**src/rtl/rep_link_pkg.sv**
```systemverilog
// Shared types and helpers for the repetition-coded serial link (transmitter and voter).
// Define REP_PARITY_EN to append an even-parity bit to every frame.
package rep_link_pkg;

    typedef enum logic [0:0] {IDLE, SEND} rep_tx_state_t;

    localparam int REP_DEFAULT = 5;

    // Number of distinct bits carried per frame, including the optional parity bit.
    function automatic int nbits(input int data_w);
`ifdef REP_PARITY_EN
        return data_w + 1;
`else
        return data_w;
`endif
    endfunction

endpackage

```
**src/rtl/rep_beat_counter.sv**
```systemverilog
// Tracks which copy of which bit is on the wire; shared by the transmit and receive sides.
module rep_beat_counter #(
    parameter int REP   = 5,
    parameter int NBITS = 8
) (
    input  logic clk,
    input  logic rst,
    input  logic clear_i,
    input  logic advance_i,
    output logic bit_done_o,
    output logic frame_done_o,
    output logic last_next_o
);

    localparam int RW = $clog2(REP);
    localparam int BW = $clog2(NBITS + 1);

    logic [RW-1:0] rep_cnt_q, rep_cnt_d;
    logic [BW-1:0] bit_cnt_q, bit_cnt_d;
    logic          final_bit;

    assign final_bit    = (bit_cnt_q == BW'(NBITS - 1));
    assign bit_done_o   = (rep_cnt_q == RW'(REP - 1));
    assign frame_done_o = bit_done_o && final_bit;
    // True when the next advance lands on the final copy of the final bit.
    assign last_next_o  = (rep_cnt_q == RW'(REP - 2)) && final_bit;

    always_comb begin
        rep_cnt_d = rep_cnt_q;
        bit_cnt_d = bit_cnt_q;
        if (clear_i) begin
            rep_cnt_d = '0;
            bit_cnt_d = '0;
        end else if (advance_i) begin
            if (bit_done_o) begin
                rep_cnt_d = '0;
                bit_cnt_d = bit_cnt_q + BW'(1);
            end else begin
                rep_cnt_d = rep_cnt_q + RW'(1);
            end
        end
    end

    always_ff @(posedge clk) begin
        if (rst) begin
            rep_cnt_q <= '0;
            bit_cnt_q <= '0;
        end else begin
            rep_cnt_q <= rep_cnt_d;
            bit_cnt_q <= bit_cnt_d;
        end
    end

endmodule

```
**src/rtl/repetition_encoder_tx.sv**
```systemverilog
// Serialises a word LSB first, sending each bit REP times for majority-vote recovery.
// Optional feature macro: REP_PARITY_EN (appends an even-parity bit as the last bit).
module repetition_encoder_tx
    import rep_link_pkg::*;
#(
    parameter int DATA_W = 8,
    parameter int REP    = REP_DEFAULT
) (
    input  logic              clk,
    input  logic              rst,
    input  logic [DATA_W-1:0] in_data,
    input  logic              in_valid,
    output logic              in_ready,
    output logic              out_bit,
    output logic              out_valid,
    input  logic              out_ready,
    output logic              out_last
);

    localparam int NBITS = nbits(DATA_W);

    generate
        if (REP < 3 || (REP % 2) == 0) begin : g_bad_rep
            $error("repetition_encoder_tx: REP must be odd and >= 3");
        end
        if (DATA_W < 1) begin : g_bad_width
            $error("repetition_encoder_tx: DATA_W must be >= 1");
        end
    endgenerate

    rep_tx_state_t    state_q;
    logic [NBITS-1:0] shreg_q, shreg_d;
    logic [NBITS-1:0] load_word;
    logic             out_valid_q;
    logic             out_last_q;
    logic             accept;
    logic             beat;
    logic             bit_done;
    logic             frame_done;
    logic             last_next;

`ifdef REP_PARITY_EN
    assign load_word = {^in_data, in_data};
`else
    assign load_word = in_data;
`endif

    assign in_ready  = (state_q == IDLE) && !rst;
    assign accept    = in_valid && in_ready;
    assign beat      = out_valid_q && out_ready;
    assign out_valid = out_valid_q;
    assign out_last  = out_last_q;
    assign out_bit   = shreg_q[0];

    rep_beat_counter #(
        .REP   (REP),
        .NBITS (NBITS)
    ) u_beat_counter (
        .clk          (clk),
        .rst          (rst),
        .clear_i      (accept),
        .advance_i    (beat),
        .bit_done_o   (bit_done),
        .frame_done_o (frame_done),
        .last_next_o  (last_next)
    );

    always_comb begin
        shreg_d = shreg_q;
        if (accept) begin
            shreg_d = load_word;
        end else if (beat && bit_done) begin
            shreg_d = shreg_q >> 1;
        end
    end

    always_ff @(posedge clk) begin
        if (rst) begin
            shreg_q <= '0;
        end else begin
            shreg_q <= shreg_d;
        end
    end

    // Completing the out_last beat drops back to IDLE, giving one bubble between frames.
    always_ff @(posedge clk) begin
        if (rst) begin
            state_q     <= IDLE;
            out_valid_q <= 1'b0;
            out_last_q  <= 1'b0;
        end else begin
            case (state_q)
                IDLE: begin
                    if (accept) begin
                        state_q     <= SEND;
                        out_valid_q <= 1'b1;
                        out_last_q  <= 1'b0;
                    end
                end
                SEND: begin
                    if (beat) begin
                        if (frame_done) begin
                            state_q     <= IDLE;
                            out_valid_q <= 1'b0;
                            out_last_q  <= 1'b0;
                        end else begin
                            out_last_q  <= last_next;
                        end
                    end
                end
            endcase
        end
    end

endmodule

```
**config.mk**
```make
export PLATFORM = sky130hd
export DESIGN_NAME = repetition_encoder_tx
export DESIGN_NICKNAME = d
export VERILOG_FILES = /design/src/rtl/rep_link_pkg.sv /design/src/rtl/rep_beat_counter.sv /design/src/rtl/repetition_encoder_tx.sv
export SDC_FILE = /design/constraint.sdc
export NUM_CORES = 1
export LEC_CHECK = 0
export ABC_AREA = 1
export BUFFER_PORTS_ARGS = -buffer_cell sky130_fd_sc_hd__buf_2
export CORE_MARGIN = 5
export CORE_UTILIZATION = 35
export DETAILED_ROUTE_END_ITERATION = 6
export GPL_TIMING_DRIVEN = 0
export SLEW_MARGIN = 25
export SYNTH_ARGS = -nofsm -noshare
export SYNTH_HDL_FRONTEND = slang
export SYNTH_HIERARCHICAL = 1
export SYNTH_SLANG_ARGS = --single-unit
export TNS_END_PERCENT = 20
```
**constraint.sdc**
```tcl
create_clock -name clk -period 1.7 [get_ports clk]
set_clock_uncertainty 0.15 [all_clocks]
set_input_delay 0.17 -clock clk [delete_from_list [all_inputs] [get_ports clk]]
set_output_delay 0.17 -clock clk [all_outputs]
set_load 0.05 [all_outputs]
```
Word-level counts from Yosys, hierarchy flattened. Cells that the tools add are included.

Register bits after elaboration: 18. Input bits: 12. Output and inout port bits: 4. Word-level logic and storage cells: 42.

Add/sub/neg operators: 2. Equal/unequal tests: 6. Mux-type cells: 15. Bitwise gates (word level): 1. Reduce and logical (&&, ||, !) cells: 12.

Operators with widths (number): $mux 8 (2); $mux 1 (9); $logic_and 1x1->1 (6); $pmux 1 s2 (3); $add 4x1->4 const B (1); $eq 4x3->1 const B (1); $ne 2x1->1 const B (2); $reduce_and 2->1 (2); $add 3x1->3 const B (1); $eq 3x2->1 const B (1); $eq 3x3->1 const B (1); $mux 3 (1); $reduce_and 3->1 (1); $ne 2x2->1 const B (1); $reduce_bool 2->1 (1); $reduce_or 2->1 (1); $logic_not 1->1 (1); $not 1->1 (1).

Longest topological paths before layout.
Depth after elaboration: 5. Mapped depth: 10.

By module. Netlist, hierarchy kept.

By module, submodules not included: repetition_encoder_tx (times used 1, cells each 85, area an instance 559.3 um^2, sequential area each 220.2 um^2); rep_beat_counter (times used 1, cells each 50, area an instance 367.9 um^2, sequential area each 140.1 um^2).

Worst setup path before layout. OpenSTA, ideal clock, no wires.

Path type: reg-to-reg. From: reg out_valid_q, in the netlist out_valid. To: reg u_beat_counter.bit_cnt_q[3]. Library setup time: 115 ps. Arrival time: 1294 ps. Path slack: 141 ps. Stages on the path, launching flop included: 8. Path buffers: 0. Cell sequence: dfxtp_1 -> nand2_1 -> inv_1 -> nand3_2 -> clkinv_2 -> nand3_1 -> nand2_1 -> nor2_1.

Word-level cells in the longest chain between the ends: 2.

RTL lines: start, declared (RTL line repetition_encoder_tx.sv:34) `logic out_valid_q;`; start signal, assigned (RTL line repetition_encoder_tx.sv:89) `out_valid_q <= 1'b0;`; start signal, assigned (RTL line repetition_encoder_tx.sv:96) `out_valid_q <= 1'b1;`; start signal, assigned (RTL line repetition_encoder_tx.sv:104) `out_valid_q <= 1'b0;`; $logic_and 1x1->1 (RTL line repetition_encoder_tx.sv:50) `assign beat = out_valid_q && out_ready;`; named net beat (RTL line repetition_encoder_tx.sv:37) `logic beat;`; $reduce_and 2->1 (no source line); end signal, assigned (RTL line rep_beat_counter.sv:50) `bit_cnt_q <= bit_cnt_d;`; end, declared (RTL line rep_beat_counter.sv:19) `logic [BW-1:0] bit_cnt_q, bit_cnt_d;`.

The timed path passes the listed nets, and every way through them passes these cells. A chain may end at the register's enable or synchronous reset.

Worst setup path after layout.
From: reg u_beat_counter.bit_cnt_q[1]. To: reg out_last_q, in the netlist out_last.

Word-level cells in the longest chain between the ends: 5. Elaborated cells on any way between the ends: 6.

RTL lines: $eq 4x3->1 (RTL line rep_beat_counter.sv:22) `assign final_bit = (bit_cnt_q == BW'(NBITS - 1));`; $logic_and 1x1->1 (RTL line rep_beat_counter.sv:24) `assign frame_done_o = bit_done_o && final_bit;`; named net frame_done (RTL line repetition_encoder_tx.sv:39) `logic frame_done;`; $mux 1 (RTL line repetition_encoder_tx.sv:102) `if (frame_done) begin`; $mux 1 (RTL line repetition_encoder_tx.sv:101) `if (beat) begin`; $pmux 1 s2 (RTL line repetition_encoder_tx.sv:92) `case (state_q)`; end signal, assigned (RTL line repetition_encoder_tx.sv:107) `out_last_q <= last_next;`; end, declared (RTL line repetition_encoder_tx.sv:35) `logic out_last_q;`.

The timed path passes the listed nets, and every way through them passes these cells. The select of a mux whose other input is x is not followed.

==> metrics.cfg <==
[run_status]
status = complete, no violations

[yosys]
synth_area_leaders = dfxtp_1 39%, nand2_1 15%, inv_1 9.7%
syn_area_per_cell_um2 = 6.868
synthXorXnorAreaFrac_pct = 0
synth.top_cell.area_share_pct = 38.87
yosysTopAreaCell = dfxtp_1
synthAdderAreaFrac_pct = 5.398
synth.distinct_cells = 18
synth_top_family_by_area = simple AND/OR/NAND/NOR gates
yosys_warnings = 6
synth_nets = 151
synth_seq_cells = 18
synth_area_um2 = 927.1
synth-compound-area-share_pct = 14.44
synth_cells = 135
synth_mux_area_share_pct = 0
ys_seq_area_share_pct = 38.87
synth-simple-area-share_pct = 28.21

[grt]
grt_util_all_layers_pct = 12.00
overflow = 0
grt_pass1_vias = 815
grt_pass1_wl_mm = 3.305
antenna_found_initial = 0
grt_max_degree = 11

[sta]
setup_violations = 0
period_needed_ns = 1.602
holdWs_ns = 0.01592
fmax_mhz = 624.2
finalHoldViolCount = 0
fin_crit_sh_pct = 94.24
worstMarginPinSlew_ns = 0.2893
slew-limit-headroom_pct = 80.64
slew_viol_final = 0

[floorplanning]
die_area_um2 = 3779
ios = 16
floorplan.initialDensity_pct = 37.09
die_h_um = 61.47
core-area_um2 = 2500
fp.dieW_um = 61.47
rows = 18

[power]
power.leakage_nw = 0.5208
ir_worst_vdd_v = 0.0003766
pwr_density_cell_nw_per_um2 = 794.6
p_total_w = 0.0008928

[routing]
drt-initial-drc-count = 24
first_pass_iters = 4
vias_per_cell = 4.753
wirelength_mm = 2.066
wl_per_cell_um = 11.11
post-route-drc-count = 0
vias = 884
ant_nets = 0

[cts]
cts_buffers = 3
cts_sinks = 18
cts_buffer_depth = 2
clock_latency_ns = 0.31
cts_tree = done
root_buffer = clkbuf_4
clk_pin_slew_ns = 0.12
htree_num_levels = 1

[final_layout]
diodes = 0
nets = 173
fin_cells = 186
final_layout_size_suffix_gt1_share_pct = 25.00
syn_to_final_growth_pct = 21.19

[setup_path]
end_kind = register
required_ns = 1.76
crit_path_max_fanout = 3
crit_type = reg2reg
worstSetupStartpointType = register
cp_data_arrival_time_ns = 1.67

[flow_run]
maxCapViolations = 0

[placement]
routabilityCongestion = 0.7804
port_buffers = 15
dp_hpwl_mm = 1.438
dp.cells = 180

[hold_path]
hold_class = in2reg

==> cell families after synthesis <==
kind of cell | Yosys count
simple gates | 60
buf+inv | 28
compound gates | 25
flops | 18
fa+ha+maj | 4
==> repair_timing <==
action	CTS	global route
endpoints found under the setup margin	7	9
hold buffers	1	0
resized for setup	2	9
pin swaps	0	1
setup buffers	0	1
hold endpoints to repair	1	0
==> state kept, by name (all words and copies together) (netlist names) <==
signal and count:
shreg_q 8, u_beat_counter/bit_cnt_q 4, u_beat_counter/rep_cnt_q 3, out_last 1, out_valid 1, state_q 1
==> synth_stat cells, drive strengths merged <==
master  count
a21boi      1
a21oi      13
buf         2
clkinv      1
dfxtp      18
ha          4
inv        25
nand2      37
nand3      11
nor2       11
o211ai      1
o21ai      10
or2         1
==> report_power, final <==
group	internal, W	switching, W	total (W)
clock network	0.000131	0.000148	0.000279
registers	0.000444	0.0000170	0.000461
logic	0.0000535	0.0000993	0.000153
==> cell type report <==
| class | instances | area [um^2] |
|---|---|---|
| fill | 260 | 1376 |
| timing repair buffer | 17 | 92.59 |
| clock buffer | 4 | 36.28 |
| multi-input combinational | 89 | 470.5 |
| tap | 30 | 37.54 |
| buffer | 2 | 22.52 |
| inverter | 26 | 98.84 |
| sequential | 18 | 365.4 |
==> cell usage in the layout (no fill, tap or decap) <==
cell type / Yosys / final
ha_1: 4 / 4
nand3_4: 0 / 1
or2_2: 1 / 1
buf_2: 0 / 15
dlygate4sd3_1: 0 / 1
clkbuf_8: 0 / 1
nor2_4: 1 / 1
o21ai_0: 10 / 10
buf_4: 0 / 1
nand2_1: 36 / 35
dfxtp_2: 0 / 4
a21oi_1: 12 / 10
nand3_1: 10 / 9
inv_2: 1 / 2
o211ai_1: 1 / 1
clkinv_2: 1 / 1
nor2_1: 10 / 9
nor2_2: 0 / 1
clkbuf_4: 0 / 3
nand2_2: 0 / 1
nand3_2: 1 / 1
nand2_4: 1 / 1
a21oi_2: 1 / 3
a21boi_0: 1 / 1
dfxtp_1: 18 / 14
buf_6: 2 / 2
inv_1: 24 / 23
==> worst max-delay path, stage by stage, from the launching register on <==
cell and delay [ns]:
dfxtp_2 0.37, ha_1 0.17, nand2_1 0.07, or2_2 0.30
nor2_2 0.11, inv_1 0.06, nand3_1 0.06, a21boi_0 0.17
nor2_1 0.06
==> final timing paths <==
kind	from	endpoint	slack, ns	cells past startpoint
worst max-delay path	u_beat_counter/bit_cnt_q[1]	out_last	0.1	8
worst min-delay path	in_data[4]	shreg_q[4]	0.02	5
worst max register to register	u_beat_counter/bit_cnt_q[1]	out_last	0.1	8
worst min register to register	shreg_q[0]	shreg_q[0]	0.32	2
==> per-stage QoR <==
stage          utilization (%)  area [um^2]  worst slack [ns]   TNS (ns)
2_1_floorplan                -        927.1            0.1407          0
3_3_place_gp             41.59         1040          -0.03902    -0.1893
3_5_place_dp             41.59         1040          -0.07281    -0.3817
4_1_cts                  43.64         1091           0.03769          0
5_1_grt                  44.94         1124         -0.004297  -0.006692
6_report                 44.94         1124           0.09792          0
==> routing by layer <==
| layer | track usage [%] | up-vias | share of wire (%) |
|---|---|---|---|
| li1 | - | 463 | - |
| met1 | 12.72 | 400 | 44 |
| met2 | 22.05 | 16 | 49 |
| met3 | 2.516 | 5 | 4.7 |
| met4 | 6.364 | 0 | 2.1 |
| met5 | 0 | - | 0 |
Power figures use the tool's default switching activity.
